`src/rtl/bcd_pkg.sv`:
```
// Shared types and helpers for the BCD keypad encoder.
//   state_t        : encoder FSM states
//   bcd_digit_t    : one BCD digit
//   BCD_MAX        : largest legal BCD digit
//   onehot_to_bcd  : encode a one-hot 10-bit key pattern as a BCD digit
//   is_onehot      : true when exactly one of ten key lines is set
//   is_multi       : true when two or more key lines are set
package bcd_pkg;

  typedef enum logic [1:0] {
    IDLE,
    BOUNCE,
    HOLD,
    RELEASE
  } state_t;

  typedef logic [3:0] bcd_digit_t;

  localparam bcd_digit_t BCD_MAX = 4'd9;

  function automatic bcd_digit_t onehot_to_bcd(input logic [9:0] onehot);
    bcd_digit_t r;
    r = '0;
    for (int i = 0; i <= int'(BCD_MAX); i++) begin
      if (onehot[i]) r = bcd_digit_t'(i);
    end
    return r;
  endfunction

  // Clearing the lowest set bit leaves zero only for a single-bit pattern.
  function automatic logic is_multi(input logic [9:0] v);
    return (v & (v - 10'd1)) != 10'd0;
  endfunction

  function automatic logic is_onehot(input logic [9:0] v);
    return (v != 10'd0) && !is_multi(v);
  endfunction

endpackage

```
`src/rtl/key_sync.sv`:
```
// Parameterized two-flop synchronizer for asynchronous input lines.
//   clk   : sampling clock
//   rst_n : asynchronous active-low reset, clears both stages
//   i_d   : asynchronous input lines
//   o_q   : synchronized lines, two clocks behind i_d
module key_sync #(
  parameter int unsigned WIDTH = 10
) (
  input  logic             clk,
  input  logic             rst_n,
  input  logic [WIDTH-1:0] i_d,
  output logic [WIDTH-1:0] o_q
);

  logic [WIDTH-1:0] r_meta;
  logic [WIDTH-1:0] r_sync;

  always_ff @(posedge clk or negedge rst_n) begin
    if (!rst_n) begin
      r_meta <= '0;
      r_sync <= '0;
    end else begin
      r_meta <= i_d;
      r_sync <= r_meta;
    end
  end

  assign o_q = r_sync;

endmodule

```
`src/rtl/bcd_keypad_encoder.sv`:
```
// Keypad-to-BCD encoder: synchronizes ten raw key lines, debounces a single
// one-hot press, offers it once over valid/ready and shifts it into a
// multi-digit entry register.
//   clk, rst_n   : clock, asynchronous active-low reset
//   keys         : raw key lines, bit i = digit i pressed
//   clear        : synchronous clear of entry and entry_count
//   digit_bcd    : offered digit (valid while digit_valid)
//   digit_valid  : debounced press offered
//   digit_ready  : consumer accepts the offered digit
//   multi_key    : two or more synchronized keys held
//   entry        : accepted digits, newest in [3:0]
//   entry_count  : number of valid digits in entry, saturating at NDIGITS
module bcd_keypad_encoder
  import bcd_pkg::*;
#(
  parameter int unsigned DEBOUNCE_CYCLES = 16,
  parameter int unsigned NDIGITS         = 4
) (
  input  logic                   clk,
  input  logic                   rst_n,
  input  logic [9:0]             keys,
  input  logic                   clear,
  output logic [3:0]             digit_bcd,
  output logic                   digit_valid,
  input  logic                   digit_ready,
  output logic                   multi_key,
  output logic [4*NDIGITS-1:0]   entry,
  output logic [3:0]             entry_count
);

  localparam int unsigned EntryW   = 4 * NDIGITS;
  localparam logic [15:0] DebCnt   = 16'(DEBOUNCE_CYCLES);
  localparam logic [3:0]  CountMax = 4'(NDIGITS);
  // With a one-cycle debounce the first one-hot sample already satisfies it.
  localparam bit          ShortDeb = (DEBOUNCE_CYCLES <= 1);

  logic [9:0]        w_key_s;
  logic              w_onehot;
  logic              w_xfer;
  logic [15:0]       w_cnt_inc;
  logic [EntryW-1:0] w_entry_shift;

  state_t            r_state;
  logic [15:0]       r_cnt;
  logic [9:0]        r_pat;
  bcd_digit_t        r_digit_bcd;
  logic              r_digit_valid;
  logic [EntryW-1:0] r_entry;
  logic [3:0]        r_count;

  key_sync #(
    .WIDTH (10)
  ) u_key_sync (
    .clk   (clk),
    .rst_n (rst_n),
    .i_d   (keys),
    .o_q   (w_key_s)
  );

  assign w_onehot  = is_onehot(w_key_s);
  assign multi_key = is_multi(w_key_s);
  assign w_xfer    = r_digit_valid & digit_ready;
  assign w_cnt_inc = (r_cnt == 16'hFFFF) ? r_cnt : r_cnt + 16'd1;

  // Shift left by one digit; the oldest digit falls off the top.
  assign w_entry_shift = (r_entry << 4) | EntryW'(r_digit_bcd);

  always_ff @(posedge clk or negedge rst_n) begin
    if (!rst_n) begin
      r_state       <= IDLE;
      r_cnt         <= '0;
      r_pat         <= '0;
      r_digit_bcd   <= '0;
      r_digit_valid <= 1'b0;
    end else begin
      unique case (r_state)
        IDLE: begin
          if (w_onehot) begin
            r_pat <= w_key_s;
            r_cnt <= 16'd1;
            if (ShortDeb) begin
              r_digit_bcd   <= onehot_to_bcd(w_key_s);
              r_digit_valid <= 1'b1;
              r_state       <= HOLD;
            end else begin
              r_state <= BOUNCE;
            end
          end
        end
        BOUNCE: begin
          if (w_key_s == r_pat) begin
            r_cnt <= w_cnt_inc;
            if (w_cnt_inc >= DebCnt) begin
              r_digit_bcd   <= onehot_to_bcd(r_pat);
              r_digit_valid <= 1'b1;
              r_state       <= HOLD;
            end
          end else begin
            r_cnt   <= '0;
            r_state <= IDLE;
          end
        end
        HOLD: begin
          // The offer stands even if the key is released before acceptance.
          if (digit_ready) begin
            r_digit_valid <= 1'b0;
            r_cnt         <= '0;
            r_state       <= RELEASE;
          end
        end
        RELEASE: begin
          if (w_key_s == 10'd0) begin
            if (w_cnt_inc >= DebCnt) begin
              r_cnt   <= '0;
              r_state <= IDLE;
            end else begin
              r_cnt <= w_cnt_inc;
            end
          end else begin
            r_cnt <= '0;
          end
        end
        default: begin
          r_cnt         <= '0;
          r_digit_valid <= 1'b0;
          r_state       <= IDLE;
        end
      endcase
    end
  end

  // Clear takes priority over a coincident transfer; the handshake itself
  // still completes in the FSM above.
  always_ff @(posedge clk or negedge rst_n) begin
    if (!rst_n) begin
      r_entry <= '0;
      r_count <= '0;
    end else if (clear) begin
      r_entry <= '0;
      r_count <= '0;
    end else if (w_xfer) begin
      r_entry <= w_entry_shift;
      r_count <= (r_count >= CountMax) ? CountMax : r_count + 4'd1;
    end
  end

  assign digit_bcd   = r_digit_bcd;
  assign digit_valid = r_digit_valid;
  assign entry       = r_entry;
  assign entry_count = r_count;

endmodule
```
`config.mk`:
```
export PLATFORM = sky130hd
export DESIGN_NAME = bcd_keypad_encoder
export DESIGN_NICKNAME = d
export VERILOG_FILES = /design/src/rtl/bcd_pkg.sv /design/src/rtl/key_sync.sv /design/src/rtl/bcd_keypad_encoder.sv
export SDC_FILE = /design/constraint.sdc
export NUM_CORES = 1
export LEC_CHECK = 0
export ABC_CLOCK_PERIOD_IN_PS = 2800
export CORE_MARGIN = 10
export CORE_UTILIZATION = 45
export CTS_BUF_LIST = sky130_fd_sc_hd__clkbuf_8
export CTS_CLUSTER_SIZE = 30
export DETAILED_ROUTE_END_ITERATION = 7
export GPL_ROUTABILITY_DRIVEN = 0
export GPL_TIMING_DRIVEN = 0
export PLACE_DENSITY = 0.66
export SETUP_SLACK_MARGIN = 0.2
export SYNTH_ARGS = -nofsm -noshare
export SYNTH_HDL_FRONTEND = slang
export SYNTH_SLANG_ARGS = --single-unit
export TNS_END_PERCENT = 20
```
`constraint.sdc`:
```
create_clock -name clk -period 2.8 [get_ports clk]
set_input_delay 0.56 -clock clk [delete_from_list [all_inputs] [get_ports clk]]
set_output_delay 0.56 -clock clk [all_outputs]
set_load 0.05 [all_outputs]
```
==> flow_results.xml, run 1 <==
<?xml version="1.0" encoding="UTF-8"?>
<metrics>
  <group name="outcome">
    <metric name="outcome" unit="">finished clean</metric>
  </group>
  <group name="timing">
    <metric name="timing.fmax" unit="MHz">389</metric>
    <metric name="layout_min_cycle_time" unit="ns">2.57</metric>
    <metric name="slew_violations" unit="">0</metric>
    <metric name="setup_violations" unit="">0</metric>
    <metric name="layout_worst_path_cycle_share" unit="%">91.8</metric>
    <metric name="worst_slew_margin_relative_to_its_limit" unit="%">40.2</metric>
    <metric name="rsz0062_at_grt" unit="">yes</metric>
    <metric name="final-hold-violation-count" unit="">0</metric>
    <metric name="max_slew.worst_pin.slew" unit="ns">0.897</metric>
    <metric name="hold-worst-slack" unit="ns">0.326</metric>
    <metric name="finalClockSkew" unit="ns">0.00958</metric>
  </group>
  <group name="synth">
    <metric name="netlist_area_before_placement" unit="um^2">3440</metric>
    <metric name="yosys-top-cells-count" unit="">73 x dfrtp_1, 27 x nand2_1, 24 x a21oi_1, 23 x nor2_1, 22 x o21ai_0</metric>
    <metric name="synthSimpleGateAreaFrac" unit="%">16.7</metric>
    <metric name="synth_fp_nets" unit="">336</metric>
    <metric name="synth_largest_type_area_fraction" unit="%">53.1</metric>
    <metric name="synth_fa_ha_area_share" unit="%">1.31</metric>
    <metric name="yosysWarnings" unit="">0</metric>
    <metric name="postSynthRegisterBits" unit="">73</metric>
    <metric name="postSynthAreaPerCell" unit="um^2">10.7</metric>
    <metric name="most_used_flip_flop_cell_after_synthesis" unit="">dfrtp_1</metric>
    <metric name="synthMuxAreaShare" unit="%">4.95</metric>
    <metric name="post_synth_inst_count" unit="">320</metric>
    <metric name="synthTopCellsByArea" unit="">dfrtp_1 53%, a22o_1 4.8%, mux2_4 4.4%</metric>
    <metric name="synth_async_reset_ratio" unit="%">100</metric>
    <metric name="post_synth_xor_area_fraction" unit="%">2.80</metric>
    <metric name="yosysSeqAreaShare" unit="%">53.1</metric>
    <metric name="edff_count_synth" unit="">0</metric>
    <metric name="main_combinational_cell_family_by_area_after_synthesis" unit="">compound AO/OA/AOI/OAI gates</metric>
    <metric name="synth_area_leader_cell" unit="">dfrtp_1</metric>
    <metric name="synth.most_common_cell" unit="">dfrtp_1</metric>
    <metric name="synth.distinct_cells" unit="">46</metric>
    <metric name="synth-compound-area-share" unit="%">18.2</metric>
  </group>
  <group name="power_and_ir_drop">
    <metric name="sw_frac_of_total" unit="%">23.6</metric>
    <metric name="power.static_leakage" unit="nW">1.91</metric>
    <metric name="combinational_share_of_power" unit="%">4.5</metric>
    <metric name="p_int" unit="W">0.00155</metric>
    <metric name="vdd_drop_max" unit="V">0.000333</metric>
    <metric name="power_switching" unit="W">0.000478</metric>
    <metric name="p_seq_share" unit="%">53.6</metric>
    <metric name="share_clk_of_total_power" unit="%">41.8</metric>
    <metric name="power" unit="W">0.00202</metric>
    <metric name="power_density_relative_to_cell_area" unit="nW/um^2">458</metric>
  </group>
  <group name="floorplan">
    <metric name="start_util" unit="%">46.9</metric>
    <metric name="die_width" unit="um">107</metric>
    <metric name="core_area" unit="um^2">7330</metric>
    <metric name="die_h" unit="um">107</metric>
    <metric name="dieArea" unit="um^2">11500</metric>
    <metric name="fp-row-count" unit="">31</metric>
    <metric name="top_level_ports" unit="">40</metric>
  </group>
  <group name="global_routing">
    <metric name="globalRouteOverflowTotal" unit="">0</metric>
    <metric name="antenna_found_initial" unit="">0</metric>
    <metric name="first_global_vias" unit="">2598</metric>
    <metric name="grt_start_max_net_pins" unit="">74</metric>
    <metric name="grt.total_usage" unit="%">13.7</metric>
    <metric name="grt_pass1_wl" unit="um">12900</metric>
  </group>
  <group name="clock_network">
    <metric name="cts.path.max_buffers" unit="">2</metric>
    <metric name="clock_sinks" unit="">73</metric>
    <metric name="cts_made_buffers" unit="">9</metric>
    <metric name="cts_hold_bufs" unit="">0</metric>
    <metric name="clk_root_buffer_cell" unit="">clkbuf_8</metric>
    <metric name="cts_tree" unit="">built</metric>
    <metric name="clkLatencyLatePin" unit="ns">0.35</metric>
    <metric name="clk_pin_slew" unit="ns">0.08</metric>
    <metric name="cts_htree_levels" unit="">3</metric>
  </group>
  <group name="placement">
    <metric name="dp_hpwl" unit="um">5290</metric>
    <metric name="dp.cells" unit="">458</metric>
    <metric name="place.port_buffers" unit="">39</metric>
  </group>
  <group name="critical_path">
    <metric name="crit_start" unit="">u_key_sync.o_q[3]</metric>
    <metric name="setup.worst_path.end" unit="">r_pat[4]</metric>
    <metric name="crit_required" unit="ns">3.03</metric>
    <metric name="reg2reg_to" unit="">r_pat[4]</metric>
    <metric name="startpoint_type" unit="">flip-flop</metric>
    <metric name="critical_path_peak_fanout" unit="">10</metric>
    <metric name="worst-setup-path-type" unit="">reg2reg</metric>
    <metric name="crit_path_cell_trace" unit="">or4_4 &gt; or2_4 &gt; a22o_4 &gt; or4_4 &gt; buf_8 &gt; mux2_4</metric>
    <metric name="critical_path.endpoint_type" unit="">flip-flop</metric>
    <metric name="worst_r2r_path_depth" unit="">6</metric>
    <metric name="timing.reg2reg.setup_slack" unit="ns">0.23</metric>
    <metric name="worst_path_most_repeated_cell" unit="">or4_4</metric>
    <metric name="slowest_delay" unit="ns">0.56</metric>
    <metric name="critical_path_arrival" unit="ns">2.81</metric>
    <metric name="worstReg2RegStart" unit="">u_key_sync.o_q[3]</metric>
    <metric name="worst_path_max_delay_cell" unit="">or4_4</metric>
  </group>
  <group name="cells_and_area">
    <metric name="sequential_cell_area" unit="um^2">1830</metric>
    <metric name="fillers" unit="">606</metric>
    <metric name="num-nets-final" unit="">400</metric>
    <metric name="final_layout_size_suffix_gt1_share" unit="%">20.6</metric>
    <metric name="area_growth" unit="%">28.5</metric>
    <metric name="instances_no_fill" unit="">488</metric>
    <metric name="n_antenna_cell" unit="">0</metric>
    <metric name="area_used_by_multi_input_combinational_logic" unit="um^2">1650</metric>
  </group>
  <group name="route">
    <metric name="drt_first_iter_violations" unit="">226</metric>
    <metric name="wl_met2" unit="um">3530</metric>
    <metric name="routed_via_density" unit="">5.66</metric>
    <metric name="met3WireLength" unit="um">555</metric>
    <metric name="remaining_drcs" unit="">0</metric>
    <metric name="drt_first_pass_iters" unit="">4</metric>
    <metric name="routedLengthMet1" unit="um">3650</metric>
    <metric name="route.top_layer_used" unit="">met4</metric>
    <metric name="routedWlPerCell" unit="um">16.0</metric>
    <metric name="drtAntennaViolNets" unit="">0</metric>
    <metric name="vias" unit="">2763</metric>
    <metric name="wirelength" unit="um">7830</metric>
  </group>
  <group name="min_path">
    <metric name="min_path_type" unit="">in2async</metric>
  </group>
  <group name="job">
    <metric name="max_cap_violations" unit="">0</metric>
  </group>
</metrics>
state kept, by name (all words and copies together), names as in the netlist, named ones only:
name / cells
entry: 16
r_cnt: 16
r_pat: 10
u_key_sync.o_q: 10
u_key_sync.r_meta: 10
digit_bcd: 4
entry_count: 4
digit_valid: 1
r_state: 1
what timing repair did:
item | in CTS | in global routing
pin swaps | 2 | 8
buffers inserted | 6 | 8
endpoints found under the setup margin | 31 | 32
resized for setup | 17 | 28
kinds of logic after synthesis:
group | after synthesis
adder cells (fa/ha/maj) | 4
AND/OR/NAND/NOR | 109
multiplexers | 12
flip-flops | 73
AO/OA/AOI/OAI | 91
buffers and inverters | 20
XOR/XNOR | 11
critical path: cells and delay by family, from the launching register on:
family	cells	cell delay, ns
mux	1	0.29
simple gates	3	1.32
flops	1	0.38
compound gates	1	0.28
buf+inv	1	0.17
worst min path at each step:
| stage | to | depth (start not counted) |
|---|---|---|
| floorplan | async pin | 0 |
| global placement | u_key_sync.o_q[8] | 0 |
| detailed placement | u_key_sync.o_q[0] | 0 |
| CTS | u_key_sync.o_q[6] | 0 |
| global route | u_key_sync.o_q[9] | 0 |
| finish | entry[9] | 1 |
layout by cell type (no fill, tap or decap), drive strengths merged, types with 9 or more instances in the layout:
master and count:
clkbuf 14, o21ai 22, nor2 23, nor3 17
clkdlybuf4s50 37, nand3 14, inv 9, mux2 10
a21oi 24, dfrtp 73, nand2 27, xor2 11
a22o 19, buf 25
routing by layer:
layer	GRT usage, %	vias up
li1	-	1331
met1	18.7	1326
met2	20.2	96
met3	4.13	10
met4	4.68	0
met5	0	-
stage by stage:
stage	TNS, ns	setup WS, ns	util (%)	instance area (um^2)
after CTS	0	0.191	58.0	4250
after global placement	-92.85	-1.27	54.0	3960
after floorplan	0	0.208	-	3450
after detailed placement	-0.697	-0.0902	54.0	3960
after global routing	0	0.106	60.2	4420
final	0	0.229	60.2	4420
power by group through the flow:
stage	registers [W]	clock network, W	logic [W]
floorplan	0.00111	0	0.0000239
global placement	0.00111	0	0.0000835
detailed placement	0.00111	0	0.0000845
CTS	0.00108	0.000870	0.0000892
global route	0.00109	0.000930	0.000103
finish	0.00108	0.000847	0.0000918
layout make-up:
type	count	area share (%)
Buffer	13	1.90
Clock buffer	10	3.12
Clock inverter	6	1.53
Inverter	7	0.595
Multi-Input combinational cell	227	37.4
Sequential cell	73	41.5
Tap cell	99	2.81
Timing Repair Buffer	53	11.2
Note: power is estimated with default switching activity, not from simulation.
==> run 2, diff against run 1 <==
--- a/config.mk
+++ b/config.mk
@@ -6,6 +6,7 @@
 export NUM_CORES = 1
 export LEC_CHECK = 0
 export ABC_CLOCK_PERIOD_IN_PS = 2800
+export CAP_MARGIN = 20
 export CORE_MARGIN = 10
 export CORE_UTILIZATION = 45
 export CTS_BUF_LIST = sky130_fd_sc_hd__clkbuf_8
==> run 2 against run 1 <==
Compared with the run above: final cell count down 0.20%; clock skew down 0.0014 ns; setup slack about the same; power down 4.6%; count of clock-buffer cells in the layout unchanged; critical path depth up 1; highest routed layer unchanged.
==> flow_results.xml, run 2 (same netlist as run 1, synthesis figures left out) <==
<?xml version="1.0" encoding="UTF-8"?>
<metrics>
  <group name="outcome">
    <metric name="outcome" unit="">finished clean</metric>
  </group>
  <group name="clock_network">
    <metric name="clk_pin_slew" unit="ns">0.08</metric>
    <metric name="cts_tree" unit="">built</metric>
    <metric name="cts.path.max_buffers" unit="">2</metric>
    <metric name="clkLatencyLatePin" unit="ns">0.34</metric>
    <metric name="cts_made_buffers" unit="">9</metric>
    <metric name="clk_root_buffer_cell" unit="">clkbuf_8</metric>
    <metric name="cts_htree_levels" unit="">3</metric>
    <metric name="clock_sinks" unit="">73</metric>
  </group>
  <group name="critical_path">
    <metric name="critical_path.endpoint_type" unit="">flip-flop</metric>
    <metric name="crit_path_cell_trace" unit="">or4_4 &gt; a21oi_1 &gt; o21ai_0 &gt; a22o_4 &gt; or4_1 &gt; buf_6 &gt; mux2_4</metric>
    <metric name="critical_path_arrival" unit="ns">2.80</metric>
    <metric name="startpoint_type" unit="">flip-flop</metric>
    <metric name="worst-setup-path-type" unit="">reg2reg</metric>
    <metric name="reg2reg_to" unit="">r_pat[2]</metric>
    <metric name="crit_buf_inv" unit="">1</metric>
    <metric name="worstReg2RegStart" unit="">u_key_sync.o_q[3]</metric>
    <metric name="crit_required" unit="ns">3.03</metric>
    <metric name="slowest_delay" unit="ns">0.55</metric>
    <metric name="setup.worst_path.end" unit="">r_pat[2]</metric>
    <metric name="worst_r2r_path_depth" unit="">7</metric>
    <metric name="worst_path_dominant_cell_family" unit="">simple AND/OR/NAND/NOR gates</metric>
    <metric name="timing.reg2reg.setup_slack" unit="ns">0.23</metric>
    <metric name="worst_path_max_delay_cell" unit="">or4_4</metric>
    <metric name="critical_path_peak_fanout" unit="">10</metric>
    <metric name="crit_start" unit="">u_key_sync.o_q[3]</metric>
    <metric name="number_of_cells_on_the_critical_path" unit="">7</metric>
  </group>
  <group name="job">
    <metric name="max_cap_violations" unit="">0</metric>
  </group>
  <group name="timing">
    <metric name="final-hold-violation-count" unit="">0</metric>
    <metric name="layout_worst_path_cycle_share" unit="%">91.9</metric>
    <metric name="timing.fmax" unit="MHz">389</metric>
    <metric name="slew_violations" unit="">0</metric>
    <metric name="post-route-worst-setup-slack" unit="ns">0.228</metric>
    <metric name="rsz0062_at_grt" unit="">yes</metric>
    <metric name="setup_violations" unit="">0</metric>
    <metric name="finalClockSkew" unit="ns">0.00818</metric>
    <metric name="worst_slew_margin_relative_to_its_limit" unit="%">39.7</metric>
    <metric name="layout_min_cycle_time" unit="ns">2.57</metric>
    <metric name="max_slew.worst_pin.slew" unit="ns">0.904</metric>
  </group>
  <group name="power_and_ir_drop">
    <metric name="vdd_drop_max" unit="V">0.000331</metric>
    <metric name="power_density_relative_to_cell_area" unit="nW/um^2">441</metric>
    <metric name="power.static_leakage" unit="nW">1.89</metric>
  </group>
  <group name="global_routing">
    <metric name="grt_pass1_wl" unit="um">13100</metric>
    <metric name="first_global_vias" unit="">2588</metric>
    <metric name="grt_start_max_net_pins" unit="">74</metric>
    <metric name="antenna_found_initial" unit="">0</metric>
    <metric name="grt.total_usage" unit="%">13.9</metric>
    <metric name="globalRouteOverflowTotal" unit="">0</metric>
  </group>
  <group name="cells_and_area">
    <metric name="sequential_cell_area" unit="um^2">1830</metric>
    <metric name="n_antenna_cell" unit="">0</metric>
    <metric name="final_layout_size_suffix_gt1_share" unit="%">18.8</metric>
    <metric name="fillers" unit="">605</metric>
    <metric name="instances_no_fill" unit="">487</metric>
    <metric name="area_growth" unit="%">27.3</metric>
    <metric name="most-common-layout-cells" unit="">72 x dfrtp_1, 37 x clkdlybuf4s50_1, 27 x nand2_1</metric>
    <metric name="area_used_by_multi_input_combinational_logic" unit="um^2">1630</metric>
    <metric name="most_frequent_standard_cell_in_the_layout_excluding_fill_and_tap_cells" unit="">dfrtp_1</metric>
    <metric name="num-nets-final" unit="">399</metric>
  </group>
  <group name="floorplan">
    <metric name="core_area" unit="um^2">7330</metric>
    <metric name="fp-row-count" unit="">31</metric>
    <metric name="dieArea" unit="um^2">11500</metric>
    <metric name="start_util" unit="%">46.9</metric>
    <metric name="die_width" unit="um">107</metric>
    <metric name="top_level_ports" unit="">40</metric>
    <metric name="die_h" unit="um">107</metric>
  </group>
  <group name="route">
    <metric name="routedWlPerCell" unit="um">16.4</metric>
    <metric name="remaining_drcs" unit="">0</metric>
    <metric name="routed_via_density" unit="">5.69</metric>
    <metric name="vias" unit="">2772</metric>
    <metric name="wirelength" unit="um">7970</metric>
    <metric name="drtAntennaViolNets" unit="">0</metric>
    <metric name="drt_first_iter_violations" unit="">244</metric>
    <metric name="drt_first_pass_iters" unit="">5</metric>
  </group>
  <group name="placement">
    <metric name="dp_hpwl" unit="um">5360</metric>
    <metric name="place.port_buffers" unit="">39</metric>
    <metric name="placement.setup.worst_slack" unit="ns">-0.105</metric>
    <metric name="dp.cells" unit="">459</metric>
  </group>
  <group name="min_path">
    <metric name="min_path_type" unit="">in2async</metric>
  </group>
</metrics>
==> run 2: where the power goes <==
group | total, W | switching [W] | internal, W
clock | 0.000757 | 0.000410 | 0.000347
sequential | 0.00108 | 0.0000143 | 0.00107
combinational | 0.0000893 | 0.0000553 | 0.0000339
==> run 2: layout make-up <==
cell class	instances	share of cell area, %
clock buffers	10	3.15
inverters	7	0.601
multi-input cells	227	37.2
flip-flops and latches	73	41.8
clock inverters	6	1.00
well taps	99	2.83
repair buffers	52	11.5
plain buffers	13	1.92
==> run 2: repair_timing <==
item,4_1_cts,5_1_grt
pin swaps,3,5
hold buffers,0,0
gates cloned,0,1
setup endpoints to repair,32,32
gates resized for setup,16,20
endpoints found under the hold margin,0,0
buffers inserted,7,4
==> run 2: how the worst min path moves through the flow <==
stage / depth (start not counted) / from / to / slack, ns
floorplan: 0 / rst_n / async pin / 0.26
finish: 1 / rst_n / entry[10] / 0.33
detailed placement: 0 / u_key_sync.r_meta[0] / u_key_sync.o_q[0] / 0.33
CTS: 0 / u_key_sync.r_meta[1] / u_key_sync.o_q[1] / 0.35
global placement: 0 / u_key_sync.r_meta[8] / u_key_sync.o_q[8] / 0.33
global route: 0 / u_key_sync.r_meta[1] / u_key_sync.o_q[1] / 0.36
==> run 2: metrics by stage <==
step	hold WS [ns]	cell area, um^2	setup TNS, ns	power (W)	util (%)
2_1_floorplan	0.264	3450	0	0.00114	-
3_3_place_gp	0.333	3960	-92.85	0.00119	54.0
3_5_place_dp	0.335	3970	-0.709	0.00119	54.1
4_1_cts	0.352	4240	0	0.00195	57.8
5_1_grt	0.356	4380	0	0.00202	59.7
6_report	0.328	4380	0	0.00193	59.7
==> run 2: layer usage <==
layer  part of all wire [%]  vias up  global-route usage, %
met5                      0        -                      0
met4                    1.6        0                   5.25
met3                    7.0       13                   3.77
met2                     44      102                   20.2
met1                     48     1335                   19.2
li1                       -     1322                      -
